`config.mk`:
```
export PLATFORM = sky130hd
export DESIGN_NAME = serial_add4
export DESIGN_NICKNAME = d
export VERILOG_FILES = /design/src/rtl/serial_add4_pkg.sv /design/src/rtl/serial_add4_fulladd.sv /design/src/rtl/serial_add4_halfadd.sv /design/src/rtl/serial_add4.sv
export SDC_FILE = /design/constraint.sdc
export NUM_CORES = 1
export LEC_CHECK = 0
export CORE_ASPECT_RATIO = 2
export CORE_MARGIN = 1.5
export CORE_UTILIZATION = 30
export CTS_BUF_LIST = sky130_fd_sc_hd__clkbuf_16
export CTS_CLUSTER_DIAMETER = 120
export DETAILED_ROUTE_END_ITERATION = 10
export PLACE_DENSITY = 0.59
export SYNTH_ARGS = -nofsm -noshare
export SYNTH_HDL_FRONTEND = slang
export SYNTH_SLANG_ARGS = --single-unit
```
`constraint.sdc`:
```
create_clock -name clk_i -period 1.8 [get_ports clk_i]
set_clock_uncertainty 0.2 [all_clocks]
set_input_delay 0.27 -clock clk_i [delete_from_list [all_inputs] [get_ports clk_i]]
set_output_delay 0.27 -clock clk_i [all_outputs]
set_load 0.01 [all_outputs]
```
`src/rtl/serial_add4_pkg.sv`:
```
// serial_add4_pkg: shared state encoding, default width and sizing helper
// for the bit-serial adder.
package serial_add4_pkg;

    // Default operand/result width.
    localparam int ADD_WIDTH = 4;

    // Controller states. The fourth encoding is unused and recovers to idle.
    typedef enum logic [1:0] {
        ST_IDLE = 2'd0,
        ST_RUN  = 2'd1,
        ST_DONE = 2'd2
    } state_e;

    // Bit-step counter width. It only has to reach WIDTH-1 and never wraps.
    function automatic int cnt_width(input int width);
        return (width > 1) ? $clog2(width) : 1;
    endfunction

endpackage

```
`src/rtl/serial_add4_fulladd.sv`:
```
// fulladd: one-bit full adder built from two half-adder cells; the carry
// out is the OR of both half-adder carries (they can never both be high).
module fulladd (
    input  logic a_i,
    input  logic b_i,
    input  logic c_i,
    output logic sum_o,
    output logic carry_o
);

    logic s0;
    logic c0;
    logic c1;

    // First stage adds the two operand bits.
    halfadd u_ha0 (
        .a_i     (a_i),
        .b_i     (b_i),
        .sum_o   (s0),
        .carry_o (c0)
    );

    // Second stage folds in the incoming carry.
    halfadd u_ha1 (
        .a_i     (s0),
        .b_i     (c_i),
        .sum_o   (sum_o),
        .carry_o (c1)
    );

    assign carry_o = c0 | c1;

endmodule

```
`src/rtl/serial_add4_halfadd.sv`:
```
// halfadd: one-bit half adder cell (sum and carry of two bits).
module halfadd (
    input  logic a_i,
    input  logic b_i,
    output logic sum_o,
    output logic carry_o
);

    assign sum_o   = a_i ^ b_i;
    assign carry_o = a_i & b_i;

endmodule

```
`src/rtl/serial_add4.sv`:
```
// serial_add4: bit-serial adder. Operands and carry-in are captured on the
// accepting edge, then added LSB-first one bit per clock through a single
// full adder. The running carry sits in a flop and result bits shift into
// r_sh from the top, so after WIDTH steps r_sh holds the full sum.
// Outputs are all registered; no input reaches an output combinationally.
module serial_add4
    import serial_add4_pkg::*;
#(
    parameter int WIDTH = ADD_WIDTH
) (
    input  logic             clk_i,
    input  logic             rst_i,
    input  logic             start_i,
    input  logic [WIDTH-1:0] a_i,
    input  logic [WIDTH-1:0] b_i,
    input  logic             cin_i,
    output logic [WIDTH-1:0] sum_o,
    output logic             cout_o,
    output logic             busy_o,
    output logic             done_o
);

    localparam int               CNT_W    = cnt_width(WIDTH);
    localparam logic [CNT_W-1:0] CNT_LAST = CNT_W'(WIDTH - 1);

    // Elaboration guard: a one-bit serial adder is not a supported build.
    if (WIDTH < 2) begin : g_width_check
        $error("serial_add4: WIDTH must be at least 2");
    end

    state_e           state_q, state_d;
    logic [WIDTH-1:0] a_sh_q,  a_sh_d;
    logic [WIDTH-1:0] b_sh_q,  b_sh_d;
    logic [WIDTH-1:0] r_sh_q,  r_sh_d;
    logic             c_q,     c_d;
    logic [CNT_W-1:0] cnt_q,   cnt_d;
    logic [WIDTH-1:0] sum_q,   sum_d;
    logic             cout_q,  cout_d;
    logic             busy_q,  busy_d;
    logic             done_q,  done_d;

    logic             fa_sum;
    logic             fa_carry;
    logic             last_step;

    // The one and only adder stage, fed from the operand LSBs and carry flop.
    fulladd u_fulladd (
        .a_i     (a_sh_q[0]),
        .b_i     (b_sh_q[0]),
        .c_i     (c_q),
        .sum_o   (fa_sum),
        .carry_o (fa_carry)
    );

    assign last_step = (cnt_q == CNT_LAST);

    // Next-state and datapath: accept in idle, one bit step per run cycle,
    // publish the result on the final step, then a single done cycle.
    always_comb begin
        // NOTE: every _d is given its hold value first so that no branch
        // leaves a signal unassigned; that is what keeps this block free of
        // inferred latches.
        state_d = state_q;
        a_sh_d  = a_sh_q;
        b_sh_d  = b_sh_q;
        r_sh_d  = r_sh_q;
        c_d     = c_q;
        cnt_d   = cnt_q;
        sum_d   = sum_q;
        cout_d  = cout_q;

        case (state_q)
            ST_IDLE: begin
                if (start_i) begin
                    state_d = ST_RUN;
                    a_sh_d  = a_i;
                    b_sh_d  = b_i;
                    c_d     = cin_i;
                    cnt_d   = '0;
                    r_sh_d  = '0;
                end
            end

            ST_RUN: begin
                r_sh_d = {fa_sum, r_sh_q[WIDTH-1:1]};
                a_sh_d = {1'b0, a_sh_q[WIDTH-1:1]};
                b_sh_d = {1'b0, b_sh_q[WIDTH-1:1]};
                c_d    = fa_carry;
                if (last_step) begin
                    // Counter holds at WIDTH-1 rather than wrapping.
                    state_d = ST_DONE;
                    sum_d   = r_sh_d;
                    cout_d  = fa_carry;
                end else begin
                    cnt_d = cnt_q + CNT_W'(1);
                end
            end

            ST_DONE: begin
                state_d = ST_IDLE;
            end

            default: begin
                state_d = ST_IDLE;
            end
        endcase

        // Status flags are registered copies of the next state.
        busy_d = (state_d != ST_IDLE);
        done_d = (state_d == ST_DONE);
    end

    // State, datapath and output registers; reset aborts any operation.
    always_ff @(posedge clk_i or posedge rst_i) begin
        // NOTE: sequential state is written only with non-blocking '<=' so
        // every flop samples the pre-edge values, regardless of statement order.
        if (rst_i) begin
            // NOTE: the shift registers and carry are cleared along with the
            // control state, so an aborted operation leaves no stale bits.
            state_q <= ST_IDLE;
            a_sh_q  <= '0;
            b_sh_q  <= '0;
            r_sh_q  <= '0;
            c_q     <= 1'b0;
            cnt_q   <= '0;
            sum_q   <= '0;
            cout_q  <= 1'b0;
            busy_q  <= 1'b0;
            done_q  <= 1'b0;
        end else begin
            state_q <= state_d;
            a_sh_q  <= a_sh_d;
            b_sh_q  <= b_sh_d;
            r_sh_q  <= r_sh_d;
            c_q     <= c_d;
            cnt_q   <= cnt_d;
            sum_q   <= sum_d;
            cout_q  <= cout_d;
            busy_q  <= busy_d;
            done_q  <= done_d;
        end
    end

    assign sum_o  = sum_q;
    assign cout_o = cout_q;
    assign busy_o = busy_q;
    assign done_o = done_q;

endmodule
```
==> flow_summary.ini, run 1 <==
[floorplanning]
die_w_um = 44.1
io-pin-count = 19
core_area_mm2 = 0.00319
die_h_um = 85.2
rows = 29
start_util_pct = 31.7
die_area_mm2 = 0.00376

[power]
ir_drop_mv = 0.771
p_per_area_mw_per_mm2 = 1750
p_total_mw = 2.33
p_leak_nw = 0.646

[min_path]
min_path_type = primary input to async pin

[placement]
place_ws_ps = 74.4
dp_hpwl_um = 1390
placed_area_mm2 = 0.00125
port_buffers = 18
globalplace.congestion = 0.683

[setup_path]
r2r_cells = 3
worstPathCellList = ha_1, nand3b_1, mux2_2
crit_family = flip-flops
critPathCaptureType = flop
startpoint_type = flop
critical_path_arrival_ps = 1620
cp_max_fo = 7
r2r-start = cnt_q[0]
max_stage_delay_ps = 410
cp.required_ps = 1740
path_buf_inv = 0
crit_path_start = cnt_q[0]
crit_type = flop to flop
crit_slowest_cell = dfrtp_1
r2r-end = cout_o
reg2reg_slack_ps = 120

[run_status]
status = completed

[drt]
wl_per_cell_um = 13.2
drt-initial-drc-count = 19
ant_nets = 0
viasPerCell = 5.14
drt_first_pass_iters = 4
drc = 0
wl_um = 1850
dr_total_vias = 719

[grt]
grt_pass1_wl_um = 3220
grt_max_degree = 24
grt.total_usage_pct = 11.3
grt_overflow = 0
grt_pass1_vias = 720
antenna_found_initial = 0

[yosys]
yosys.area.top_type = dfrtp_1
synth_area_mm2 = 0.00101
ys_seq_area_share_pct = 56.8
netlist.area_leader.share_pct = 56.8
synthCells = 85
yosysWarningCount = 0
synth_area_leaders = dfrtp_1 57%, a222oi_1 5.9%, mux2_2 5.6%
yosys_register_bits = 23
synth_cell_types = 24
synth_nets = 99
synth_area_per_cell_um2 = 11.9

[cts]
clock_latency_ps = 250
root_buffer = clkbuf_16
tritoncts = yes
post_cts_buffers = 0
hold_buffers = 0
cts_max_path_buffers = 2
h-tree-depth = 1
cts_resized = 0
numCtsBuffers = 3
cts.clk_slew.worst_paths_ps = 60
cts.sinks = 23

[timing]
max_freq_ghz = 0.594
fin_setup_tns_ps = 0
worst_slew_pin_slew_ps = 356
final-setup-viol-count = 0
post-route-period-util_pct = 93.5
slew_headroom_pct = 76.2
hold_viol = 0
slew_violations = 0
setup_slack_ps = 118
rsz0062_at_grt = false
period_minus_slack_ps = 1680

[layout]
final_area_mm2 = 0.00133
fillers = 325
area_growth_pct = 31.2
final_nets = 124
postLayoutCoreUtil_pct = 41.7
diodes = 0
drive_gt1_share_pct = 15.6

[flow_run]
cap_violations = 0
## through the flow
step                instances  hold WS [ps]
floorplan                  85          71.9
global placement          136           281
detailed placement        136           285
CTS                       140           181
global route              140           225
finish                    140           160
## where the power goes
| group | internal, mW | switching, mW |
|---|---|---|
| clock network | 0.296 | 0.172 |
| registers | 0.755 | 0.143 |
| logic | 0.540 | 0.421 |
## logic make-up (layout without fill, tap and decap cells)
kind of cell    count (synthesis)  after routing  synth area share (%)
flops                          23             23                  56.8
simple gates                   21             21                  11.6
buf+inv                        18             42                  7.78
compound gates                 16             16                  15.1
mux                             5              5                  5.56
fa+ha+maj                       2              2                  3.21
## cells in the mapped netlist
library cell   n
a22o_1         3
nand2_1        4
clkbuf_2       1
nor4b_1        2
dfrtp_1       23
nor2b_1        2
a211oi_1       1
a222oi_1       6
mux2_2         5
nor2_1         6
ha_1           1
nor3b_1        1
inv_1         14
and3_1         2
nor4bb_1       1
nand3b_1       1
buf_6          1
o21bai_4       1
fa_1           1
buf_2          2
o221ai_1       2
a21oi_1        1
a211o_1        2
or2_2          2
## flip-flops by register name, indices dropped and copies added (netlist names)
signal	cells
b_sh_q	4
cnt_q	2
a_sh_q	4
busy_o	1
c_q	1
done_o	1
sum_o	4
state_q	2
cout_o	1
r_sh_q	3
## per-layer routing
layer / vias up / share of wire, % / track usage, %
met5: - / 0 / 0
met4: 0 / 1.7 / 4.96
met3: 4 / 2.6 / 1.91
met2: 15 / 52 / 18.3
met1: 352 / 43 / 14.5
li1: 348 / - / -
## layout by cell type, fill, tap and decap left out, drive strengths merged, types with 2 or more instances in the layout
| cell | instances |
|---|---|
| a211o | 2 |
| a222oi | 6 |
| a22o | 3 |
| and3 | 2 |
| buf | 6 |
| clkbuf | 3 |
| clkdlybuf4s50 | 18 |
| dfrtp | 23 |
| inv | 15 |
| mux2 | 5 |
| nand2 | 4 |
| nor2 | 6 |
| nor2b | 2 |
| nor4b | 2 |
| o221ai | 2 |
| or2 | 2 |
## worst reg2reg max path: stages (launching register included)
cell      delay (ps)
dfrtp_1          410
ha_1             280
nand3b_1         290
mux2_2           380
## worst max path at each step
stage	endpoint	slack (ps)	depth (start not counted)
after global routing	sum_o[0]	50	3
after global placement	a_sh_q[0]	110	3
after detailed placement	a_sh_q[2]	70	3
after floorplan	cout_o	280	3
after CTS	cout_o	110	3
final	cout_o	120	3
## layout make-up
| type | count | area [um^2] | share of cell area, % |
|---|---|---|---|
| Inverter | 14 | 52.6 | 3.95 |
| Clock inverter | 1 | 3.75 | 0.282 |
| Tap cell | 31 | 38.8 | 2.92 |
| Timing Repair Buffer | 24 | 225 | 16.9 |
| Clock buffer | 3 | 75.1 | 5.64 |
| Sequential cell | 23 | 576 | 43.3 |
| Multi-Input combinational cell | 44 | 359 | 27.0 |
Power figures use the tool's default switching activity.
==> run 2, diff against run 1 <==
--- a/config.mk
+++ b/config.mk
@@ -9,9 +9,9 @@
 export CORE_MARGIN = 1.5
 export CORE_UTILIZATION = 30
 export CTS_BUF_LIST = sky130_fd_sc_hd__clkbuf_16
-export CTS_CLUSTER_DIAMETER = 120
+export CTS_CLUSTER_DIAMETER = 60
 export DETAILED_ROUTE_END_ITERATION = 10
-export PLACE_DENSITY = 0.59
+export PLACE_DENSITY_LB_ADDON = 0.1
 export SYNTH_ARGS = -nofsm -noshare
 export SYNTH_HDL_FRONTEND = slang
 export SYNTH_SLANG_ARGS = --single-unit
==> flow_summary.ini, run 2 (synthesized netlist as in run 1, its figures left out) <==
[timing]
max_freq_ghz = 0.602
final-setup-viol-count = 0
slew_violations = 0
slew_headroom_pct = 76.0
period_minus_slack_ps = 1660
rsz0062_at_grt = false
hold_viol = 0
worst_slew_pin_slew_ps = 359
post-route-period-util_pct = 92.3
setup_slack_ps = 139

[floorplanning]
core_area_mm2 = 0.00319
die_area_mm2 = 0.00376
rows = 29
io-pin-count = 19
start_util_pct = 31.7
die_h_um = 85.2
die_w_um = 44.1

[placement]
placed_area_mm2 = 0.00124
port_buffers = 18
place_ws_ps = -11.6
dp_hpwl_um = 1410
globalplace.congestion = 0.700
dp.cells = 135

[power]
seqPwrFrac_pct = 38.0
internal_power_mw = 1.58
ir_drop_mv = 0.796
pwr-share-comb_pct = 41.6
p_clk_share_pct = 20.4
p_switching_uw = 737
p_leak_nw = 0.641
p_sw_share_pct = 31.9
p_total_mw = 2.31
p_per_area_mw_per_mm2 = 1750

[grt]
grt.total_usage_pct = 12.2
grt_pass1_wl_um = 3320
grt_max_degree = 24
grt_overflow = 0
antenna_found_initial = 0
grt_pass1_vias = 759

[layout]
instances_no_fill = 139
final_nets = 123
drive_gt1_share_pct = 14.8
area_growth_pct = 30.5
final_cell_mix = 23 x dfrtp_1, 18 x clkdlybuf4s50_1, 15 x inv_1
diodes = 0
final_area_mm2 = 0.00132
multiInputGateArea_um2 = 359
fillers = 338
final_common_cell = dfrtp_1
regArea_um2 = 576

[setup_path]
critPathCaptureType = flop
r2r-end = sum_o[1]
crit_type = flop to flop
cp.required_ps = 1740
cp_max_fo = 7
r2r-start = cnt_q[0]
reg2reg_slack_ps = 140
startpoint_type = flop
critical_path_arrival_ps = 1600
r2r_cells = 3

[drt]
drc = 0
drt-initial-drc-count = 24
ant_nets = 0
drt_first_pass_iters = 6
wl_um = 1940
viasPerCell = 5.14
wl_per_cell_um = 13.9
dr_total_vias = 714

[cts]
cts.clk_slew.worst_paths_ps = 60
numCtsBuffers = 3
clock_latency_ps = 250
hold_buffers = 0
cts_resized = 0
h-tree-depth = 1
cts_max_path_buffers = 2
post_cts_buffers = 0
cts.sinks = 23
tritoncts = yes
root_buffer = clkbuf_16

[run_status]
status = completed

[flow_run]
cap_violations = 0

[min_path]
min_path_type = primary input to async pin
run 2: cell type report:
| class | count | area share, % |
|---|---|---|
| clock buffers | 3 | 5.68 |
| clock inverters | 1 | 0.284 |
| inverters | 14 | 3.97 |
| multi-input cells | 44 | 27.2 |
| flip-flops and latches | 23 | 43.5 |
| well taps | 31 | 2.93 |
| repair buffers | 23 | 16.5 |
run 2: critical path: stages, from the launching register on:
cell	delay (ps)
dfrtp_1	400
ha_1	270
nand3b_1	300
mux2_2	380
run 2: per-layer routing:
layer | vias up | GRT usage [%] | part of all wire (%)
li1 | 350 | - | -
met1 | 345 | 13.7 | 43
met2 | 14 | 19.5 | 51
met3 | 5 | 2.13 | 2.7
met4 | 0 | 9.09 | 3.5
met5 | - | 0 | 0
run 2: power groups by stage:
stage / Sequential, mW / Clock (mW) / Combinational [mW]
floorplan: 0.910 / 0 / 0.615
global placement: 0.886 / 0 / 0.955
detailed placement: 0.892 / 0 / 0.976
CTS: 0.884 / 0.483 / 0.984
global route: 0.912 / 0.503 / 1.07
finish: 0.880 / 0.471 / 0.963
run 2: worst max path at each step:
stage              from   endpoint  depth (start not counted)
5_1_grt        cnt_q[0]     cout_o                          3
6_report       cnt_q[0]   sum_o[1]                          3
4_1_cts        cnt_q[0]   sum_o[1]                          3
3_3_place_gp    start_i  b_sh_q[0]                          3
2_1_floorplan  cnt_q[0]     cout_o                          3
3_5_place_dp    start_i  a_sh_q[2]                          3
run 2: metrics by stage:
step | hold WS, ps | setup TNS [ps] | util, %
after global placement | 281 | 0 | 38.9
after CTS | 161 | 0 | 41.4
after detailed placement | 279 | -11.6 | 38.9
after global routing | 227 | 0 | 41.4
after floorplan | 71.9 | 0 | -
final | 149 | 0 | 41.4
==> run 3, diff against run 2 <==
--- a/config.mk
+++ b/config.mk
@@ -12,6 +12,7 @@
 export CTS_CLUSTER_DIAMETER = 60
 export DETAILED_ROUTE_END_ITERATION = 10
 export PLACE_DENSITY_LB_ADDON = 0.1
+export REMOVE_ABC_BUFFERS = 1
 export SYNTH_ARGS = -nofsm -noshare
 export SYNTH_HDL_FRONTEND = slang
 export SYNTH_SLANG_ARGS = --single-unit
==> flow_summary.ini, run 3 (synthesized netlist as in run 1, its figures left out) <==
[timing]
rsz0062_at_grt = false
fin_setup_tns_ps = 0
max_freq_ghz = 0.604
slew_headroom_pct = 74.4
slew_violations = 0
final-setup-viol-count = 0
post-route-period-util_pct = 92.0
hold_viol = 0
period_minus_slack_ps = 1660
whs_ps = 158
worst_slew_pin_slew_ps = 384

[layout]
final_nets = 123
final_common_cell = dfrtp_1
instances_no_fill = 139
final_cell_mix = 23 x dfrtp_1, 18 x clkdlybuf4s50_1, 14 x inv_1
drive_gt1_share_pct = 15.7
diodes = 0
area_growth_pct = 30.6

[placement]
globalplace.congestion = 0.686
dp.cells = 135
port_buffers = 18
dp_hpwl_um = 1450

[cts]
clock_latency_ps = 250
hold_buffers = 0
post_cts_buffers = 0
cts_max_path_buffers = 2
root_buffer = clkbuf_16
cts.sinks = 23
cts_resized = 0
numCtsBuffers = 3
h-tree-depth = 1
cts.clk_slew.worst_paths_ps = 60
tritoncts = yes

[grt]
grt_pass1_vias = 770
antenna_found_initial = 0
grt_max_degree = 24
grt_pass1_wl_um = 3420
grt_overflow = 0
grt.total_usage_pct = 12.2

[floorplanning]
io-pin-count = 19
rows = 29
die_h_um = 85.2
core_area_mm2 = 0.00319
die_area_mm2 = 0.00376
die_w_um = 44.1
start_util_pct = 31.7

[setup_path]
r2r-start = cnt_q[0]
cp_max_fo = 7
path_buf_inv = 0
critical_path_arrival_ps = 1590
crit_type = flop to flop
cp.required_ps = 1740
max_stage_delay_ps = 400
worstPathCellList = ha_1, nand3b_1, mux2_2
crit_slowest_cell = dfrtp_1
critPathCaptureType = flop
startpoint_type = flop
crit_path_start = cnt_q[0]
crit_family = flip-flops

[drt]
viasPerCell = 5.16
ant_nets = 0
wl_per_cell_um = 14.2
drt_first_pass_iters = 5
drc = 0
dr_total_vias = 717
drt-initial-drc-count = 29
wl_um = 1970

[power]
p_leak_nw = 0.640
p_total_mw = 2.32
p_per_area_mw_per_mm2 = 1750
ir_drop_mv = 0.778

[flow_run]
cap_violations = 0

[run_status]
status = completed

[min_path]
min_path_type = primary input to async pin
## run 3: cell types whose count changed in the layout (fill, tap and decap cells not counted), sizes merged
cell | previous run | this run
clkinv | 0 | 1
inv | 15 | 14
## run 3: tightest hold or removal path, cell delays in order
cell and delay (ps):
clkdlybuf4s50_1 400, inv_1 50, buf_4 280
## run 3: per-layer routing
layer	vias to the layer above	GRT usage (%)	wire [um]
met2	23	21.8	1080
li1	345	-	-
met5	-	0	0
met4	0	5.79	21
met3	2	1.91	72
met1	347	13.2	794
## run 3: cell type report
| cell class | instances | area, um^2 |
|---|---|---|
| Clock buffer | 3 | 75.1 |
| Clock inverter | 1 | 5.00 |
| Fill cell | 328 | 1870 |
| Inverter | 14 | 52.6 |
| Multi-Input combinational cell | 44 | 359 |
| Sequential cell | 23 | 576 |
| Tap cell | 31 | 38.8 |
| Timing Repair Buffer | 23 | 218 |
## run 3: where the power goes
part,switching (mW),total [mW],internal (mW)
Sequential,0.131,0.886,0.755
Combinational,0.433,0.958,0.525
Clock,0.175,0.474,0.298
## run 3: metrics by stage
| step | instance area (um^2) | utilization, % | setup WS, ps |
|---|---|---|---|
| CTS | 1320 | 41.5 | 122 |
| finish | 1320 | 41.5 | 144 |
| global route | 1320 | 41.5 | 65.3 |
| floorplan | 987 | - | 278 |
| global placement | 1240 | 38.9 | 102 |
| detailed placement | 1240 | 38.9 | 33.4 |
## run 3: path summary, 6_finish.rpt
kind	slack (ps)	to	depth (start not counted)
setup reg to reg	140	sum_o[1]	3
hold / removal	160	cout_o	3
max in group asynchronous	1010	sum_o[0]	3
setup / recovery	140	sum_o[1]	3
hold reg to reg	290	b_sh_q[3]	2
min in group clk_i	290	b_sh_q[3]	2
==> RTL change 1, RTL diff (flow settings as in run 1) <==
Make the reset (`rst_i`) synchronous in one clocked block.
--- a/src/rtl/serial_add4.sv
+++ b/src/rtl/serial_add4.sv
@@ -112,5 +112,5 @@
 
     // State, datapath and output registers; reset aborts any operation.
-    always_ff @(posedge clk_i or posedge rst_i) begin
+    always_ff @(posedge clk_i) begin
         // NOTE: sequential state is written only with non-blocking '<=' so
         // every flop samples the pre-edge values, regardless of statement order.
Check against the original RTL: differs if rst_i is asserted again (counterexample within 4 cycles, from zero or initial values and one cycle with rst_i high); with rst_i held inactive, the same outputs for 10 cycles.
==> RTL change 1 against run 1 <==
- routed wire length shrank 3.3%
- sequential cell count is the same
- global-route usage grew 0.47 points
- design area shrank 8.9%
- synthesized area shrank 7.0%
- setup slack gained 0.10 ns
- via count grew 6.8%
- highest routed layer unchanged
Power is not compared: it rests on default switching activity, and its combinational part moved more than twofold at a synthesized area within 25%.
==> RTL change 1: results (changes against run 1) <==
Max Used Layer met4; Cells after Synth 96 (+13%); Main synth FF type dfxtp_1; critical path's slowest cell clkdlybuf4s50_1; Max Fanout on Critical Path 2 (-5); register area share after synthesis 48.9% (-7.9 points); largest net degree at the start of global routing 24 (unchanged); met1 Resource Use GR 11.8% (-2.6 points); critical path arrival 1.11 ns (-0.51 ns); met3 wire length 54 um (+13%); cts repair resizes 0 (unchanged); crit-path max cell delay 0.54 ns (+0.13 ns); static leakage 0.454 nW; placed cell count 141 (+3.7%); first-iteration detailed-routing DRC count 12 (-7); Post-Place Cell Area 0.00113 mm^2 (-9.5%); M1 WL 716 um (-11%); Port Buffer Count 18 (unchanged); hold_sp sum_o[0]$_SDFFE_PP0P_; status complete, no violations; GR Util All Layers 11.8% (+0.47 points); worst slack at placement 0.155 ns (+0.0808 ns); met2 wire length 963 um (+0.31%); met2 Usage GRT 20.9% (+2.6 points); Hold/Removal Path Class reg -> reg; CTS clk-pin slew, worst paths 0.05 ns; Post-synth top cells 23 x dfxtp_1, 16 x nor2_1, 8 x a211oi_1; Worst Max-Slew Pin Slew 0.391 ns (+0.0347 ns); ANT cells 0 (unchanged); Finished Layout Cells 145 (+3.6%); Final GP Congestion 0.707 (+3.6%); Yosys cell types 20 (-17%); NumNets Final 130 (+4.8%); routed len/inst 12.3 um (-6.6%); CP startpoint sum_o[3]$_SDFFE_PP0P_; total CTS buffers 3 (unchanged); dominant cells by area after synthesis dfxtp_1 49%, mux2i_1 7.4%, a211oi_1 6.4%; vias post-DR 768 (+6.8%); worst r2r src cnt_q[0]$_SDFFE_PP0P_; kind of cell adding the most delay to the critical path buffers and inverters; vias in the first global route 716 (-0.56%); Post-Synthesis Net Count 110 (+11%); H-tree Lvls 1 (unchanged); asr flop ratio synth 0% (-100 points); Root Driver clkbuf_16; Final HPWL DP 1310 um (-5.8%); share of layout cells above drive strength 1 8.70% (-6.9 points); first-pass GRT wire length 3110 um (-3.6%); M3 GR Usage 2.61% (+0.69 points); CTS max path bufs 2 (unchanged); Worst VDD drop 0.000416 V
[RTL change 1: cell count changes in the layout (fill, tap and decap cells not counted), moves of 7 or more]
cell / change
nand3_1: +7
a211oi_1: +7
dfxtp_1: +23
dfrtp_1: -23
mux2i_1: +7
inv_1: -14
nor2_1: +10
[RTL change 1: cells by family (layout without fill, tap and decap cells)]
| group | after synthesis | after routing | synth area share, % |
|---|---|---|---|
| AO/OA/AOI/OAI | 23 | 23 | 17.8 |
| adder cells (fa/ha/maj) | 2 | 2 | 3.45 |
| buffers and inverters | 7 | 26 | 6.11 |
| flip-flops | 23 | 23 | 48.9 |
| multiplexers | 7 | 7 | 7.44 |
| AND/OR/NAND/NOR | 34 | 34 | 16.3 |
[RTL change 1: final timing paths]
kind | end | cells after the start | slack (ns)
max reg2reg | sum_o[3]$_SDFFE_PP0P_ | 4 | 0.41
min reg2reg | sum_o[0]$_SDFFE_PP0P_ | 2 | 0.25
min | sum_o[0]$_SDFFE_PP0P_ | 2 | 0.25
max | sum_o[3] | 1 | 0.22
[RTL change 1: where the power goes]
| part | switching, mW | total [mW] | leakage [nW] | internal (mW) |
|---|---|---|---|---|
| clock network | 0.167 | 0.463 | 0.0423 | 0.296 |
| logic | 0.0586 | 0.124 | 0.224 | 0.0659 |
| registers | 0.0152 | 0.549 | 0.188 | 0.534 |
| total | 0.241 | 1.14 | 0.454 | 0.896 |
[RTL change 1: cell type report]
cell class,instances,area (um^2)
clock buffer,3,75.1
fill,282,1770
sequential,23,460
clock inverter,1,3.75
timing repair buffer,22,210
tap,30,37.5
multi-input combinational,66,424
[RTL change 1: through the flow]
stage | hold WS, ns | utilization (%)
finish | 0.251 | 40.7
floorplan | 0.143 | -
CTS | 0.254 | 40.7
global placement | 0.244 | 38.0
detailed placement | 0.246 | 38.0
global route | 0.287 | 40.7
==> RTL change 2, RTL diff (config.mk and constraints of run 1) <==
Made on the original files. `ADD_WIDTH`: 4 -> 3.
--- a/src/rtl/serial_add4_pkg.sv
+++ b/src/rtl/serial_add4_pkg.sv
@@ -4,5 +4,5 @@
 
     // Default operand/result width.
-    localparam int ADD_WIDTH = 4;
+    localparam int ADD_WIDTH = 3;
 
     // Controller states. The fourth encoding is unused and recovers to idle.
Interface: changed (resized a_i, b_i and sum_o); port bits go from 19 to 16. The function was not compared with the original's and may differ.
==> RTL change 2 against run 1 <==
- routed wire length decreased by 9.3%
- final cell count decreased by 11%
- sequential cell count decreased by 4
- clock power decreased by 3%
- worst hold slack got worse by 0.018 ns
- setup slack got worse by 0.0042 ns
- synthesized area decreased by 14%
- design area decreased by 13%
- combinational power decreased by 13%
- total power decreased by 12%
- critical path type unchanged
- critical endpoint unchanged
- highest routed layer unchanged
==> RTL change 2: results (changes against run 1) <==
first-pass GRT wire length 2730 um (-15%); total CTS buffers 3 (unchanged); FF-to-FF setup slack 0.11 ns; Initial DRT Pass Iterations 4 (unchanged); register area share after synthesis 54.7% (-2.1 points); largest net degree at the start of global routing 20 (-17%); CTS max path bufs 2 (unchanged); vias in the first global route 628 (-13%); first-iteration detailed-routing DRC count 10 (-9); Yosys cell types 27 (+13%); count of final hold-check violations 0 (unchanged); Root Driver clkbuf_16; GR Util All Layers 12.7% (+1.4 points); Max Fanout on Critical Path 5 (-2); dominant cells by area after synthesis dfrtp_1 55%, mux2_4 6.9%, o32ai_1 3.0%; Int Pwr 1.39 mW (-12%); cts repair resizes 0 (unchanged); asr flop ratio synth 100% (unchanged); Post-Synthesis Net Count 86 (-13%); Post-synth top cells 19 x dfrtp_1, 5 x inv_1; status complete, no violations; H-tree Lvls 1 (unchanged); routed len/inst 13.5 um (+2.4%); share of layout cells above drive strength 1 15.8% (+0.19 points); Post-CTS Setup Bufs 0 (unchanged); Hold/Removal Path Class in -> async; Final GP Congestion 0.764 (+12%); critical path arrival 1.62 ns (about the same); synth warn 0 (unchanged); Setup TNS Final 0 ns (unchanged); Port Buffer Count 15 (-3); Skew-Pair Late Insertion Delay 0.25 ns (about the same); static leakage 0.506 nW (-22%); vias post-DR 618 (-14%); CTS clk-pin slew, worst paths 0.05 ns; NumNets Final 108 (-13%); Final HPWL DP 1270 um (-8.5%); Worst VDD drop 0.000495 V (-36%); Slew headroom 78.6% (+2.4 points)
## RTL change 2: changes by cell type after synthesis, sizes merged, moves of 3 or more
| cell | change |
|---|---|
| inv | -9 |
| o21ai | +4 |
| o22ai | +3 |
| a222oi | -6 |
| o32ai | +3 |
| nand2b | +4 |
| dfrtp | -4 |
| nand3 | +3 |
## RTL change 2: power groups by stage
stage,logic (mW),clock network (mW),registers [mW]
after CTS,0.855,0.465,0.763
after floorplan,0.538,0,0.771
after detailed placement,0.850,0,0.771
final,0.838,0.456,0.759
after global routing,0.920,0.484,0.788
after global placement,0.832,0,0.760
## RTL change 2: logic make-up (layout without fill, tap and decap cells)
| logic type | Yosys count | in the layout | share of synthesized area, % |
|---|---|---|---|
| buffers and inverters | 8 | 29 | 4.60 |
| adders and majority gates | 2 | 2 | 3.74 |
| muxes | 4 | 4 | 6.91 |
| DFF | 19 | 19 | 54.7 |
| AOI/OAI and AO/OA | 18 | 18 | 14.8 |
| and+or+nand+nor | 23 | 23 | 15.3 |
## RTL change 2: final cells by class
cell class,instances,area [um^2]
clock buffers,3,75.1
clock inverters,1,5.00
fillers,265,1620
inverters,5,18.8
multi-input cells,47,354
flip-flops and latches,19,475
well taps,29,36.3
repair buffers,20,188
## RTL change 2: worst max-delay path, cell delays in order, from the launching register on
cell and delay, ns:
dfrtp_1 0.40, inv_1 0.07, ha_1 0.22, and2_1 0.34
mux2_4 0.33
## RTL change 2: metal layers
metal  GRT usage, %  share of wire (%)  up-vias
li1               -                  -      305
met4           11.0                4.2        0
met5              0                  0        -
met2           19.1                 51       12
met1           13.4                 42      296
met3           3.35                3.2        5
## RTL change 2: path summary, 6_finish.rpt
path                                          to  depth (start not counted)                  start
setup / recovery              cout_o$_DFFE_PP0P_                          4   cnt_q[0]$_DFFE_PP0P_
hold / removal             a_sh_q[1]$_DFFE_PP0P_                          3                  rst_i
setup reg to reg              cout_o$_DFFE_PP0P_                          4   cnt_q[0]$_DFFE_PP0P_
hold reg to reg            a_sh_q[2]$_DFFE_PP0P_                          2  a_sh_q[2]$_DFFE_PP0P_
max in group asynchronous  r_sh_q[1]$_DFFE_PP0P_                          3                  rst_i
min in group clk_i         a_sh_q[2]$_DFFE_PP0P_                          2  a_sh_q[2]$_DFFE_PP0P_
## RTL change 2: through the flow
step                hold slack, ns  power (mW)  cell area, um^2  std cells  setup slack [ns]
floorplan                   0.0211        1.31              870         74             0.309
global placement             0.290        1.59             1070        120            0.0743
detailed placement           0.293        1.62             1070        120            0.0581
CTS                          0.150        2.08             1150        124             0.104
global route                 0.197        2.19             1150        124            0.0289
finish                       0.141        2.05             1150        124             0.114
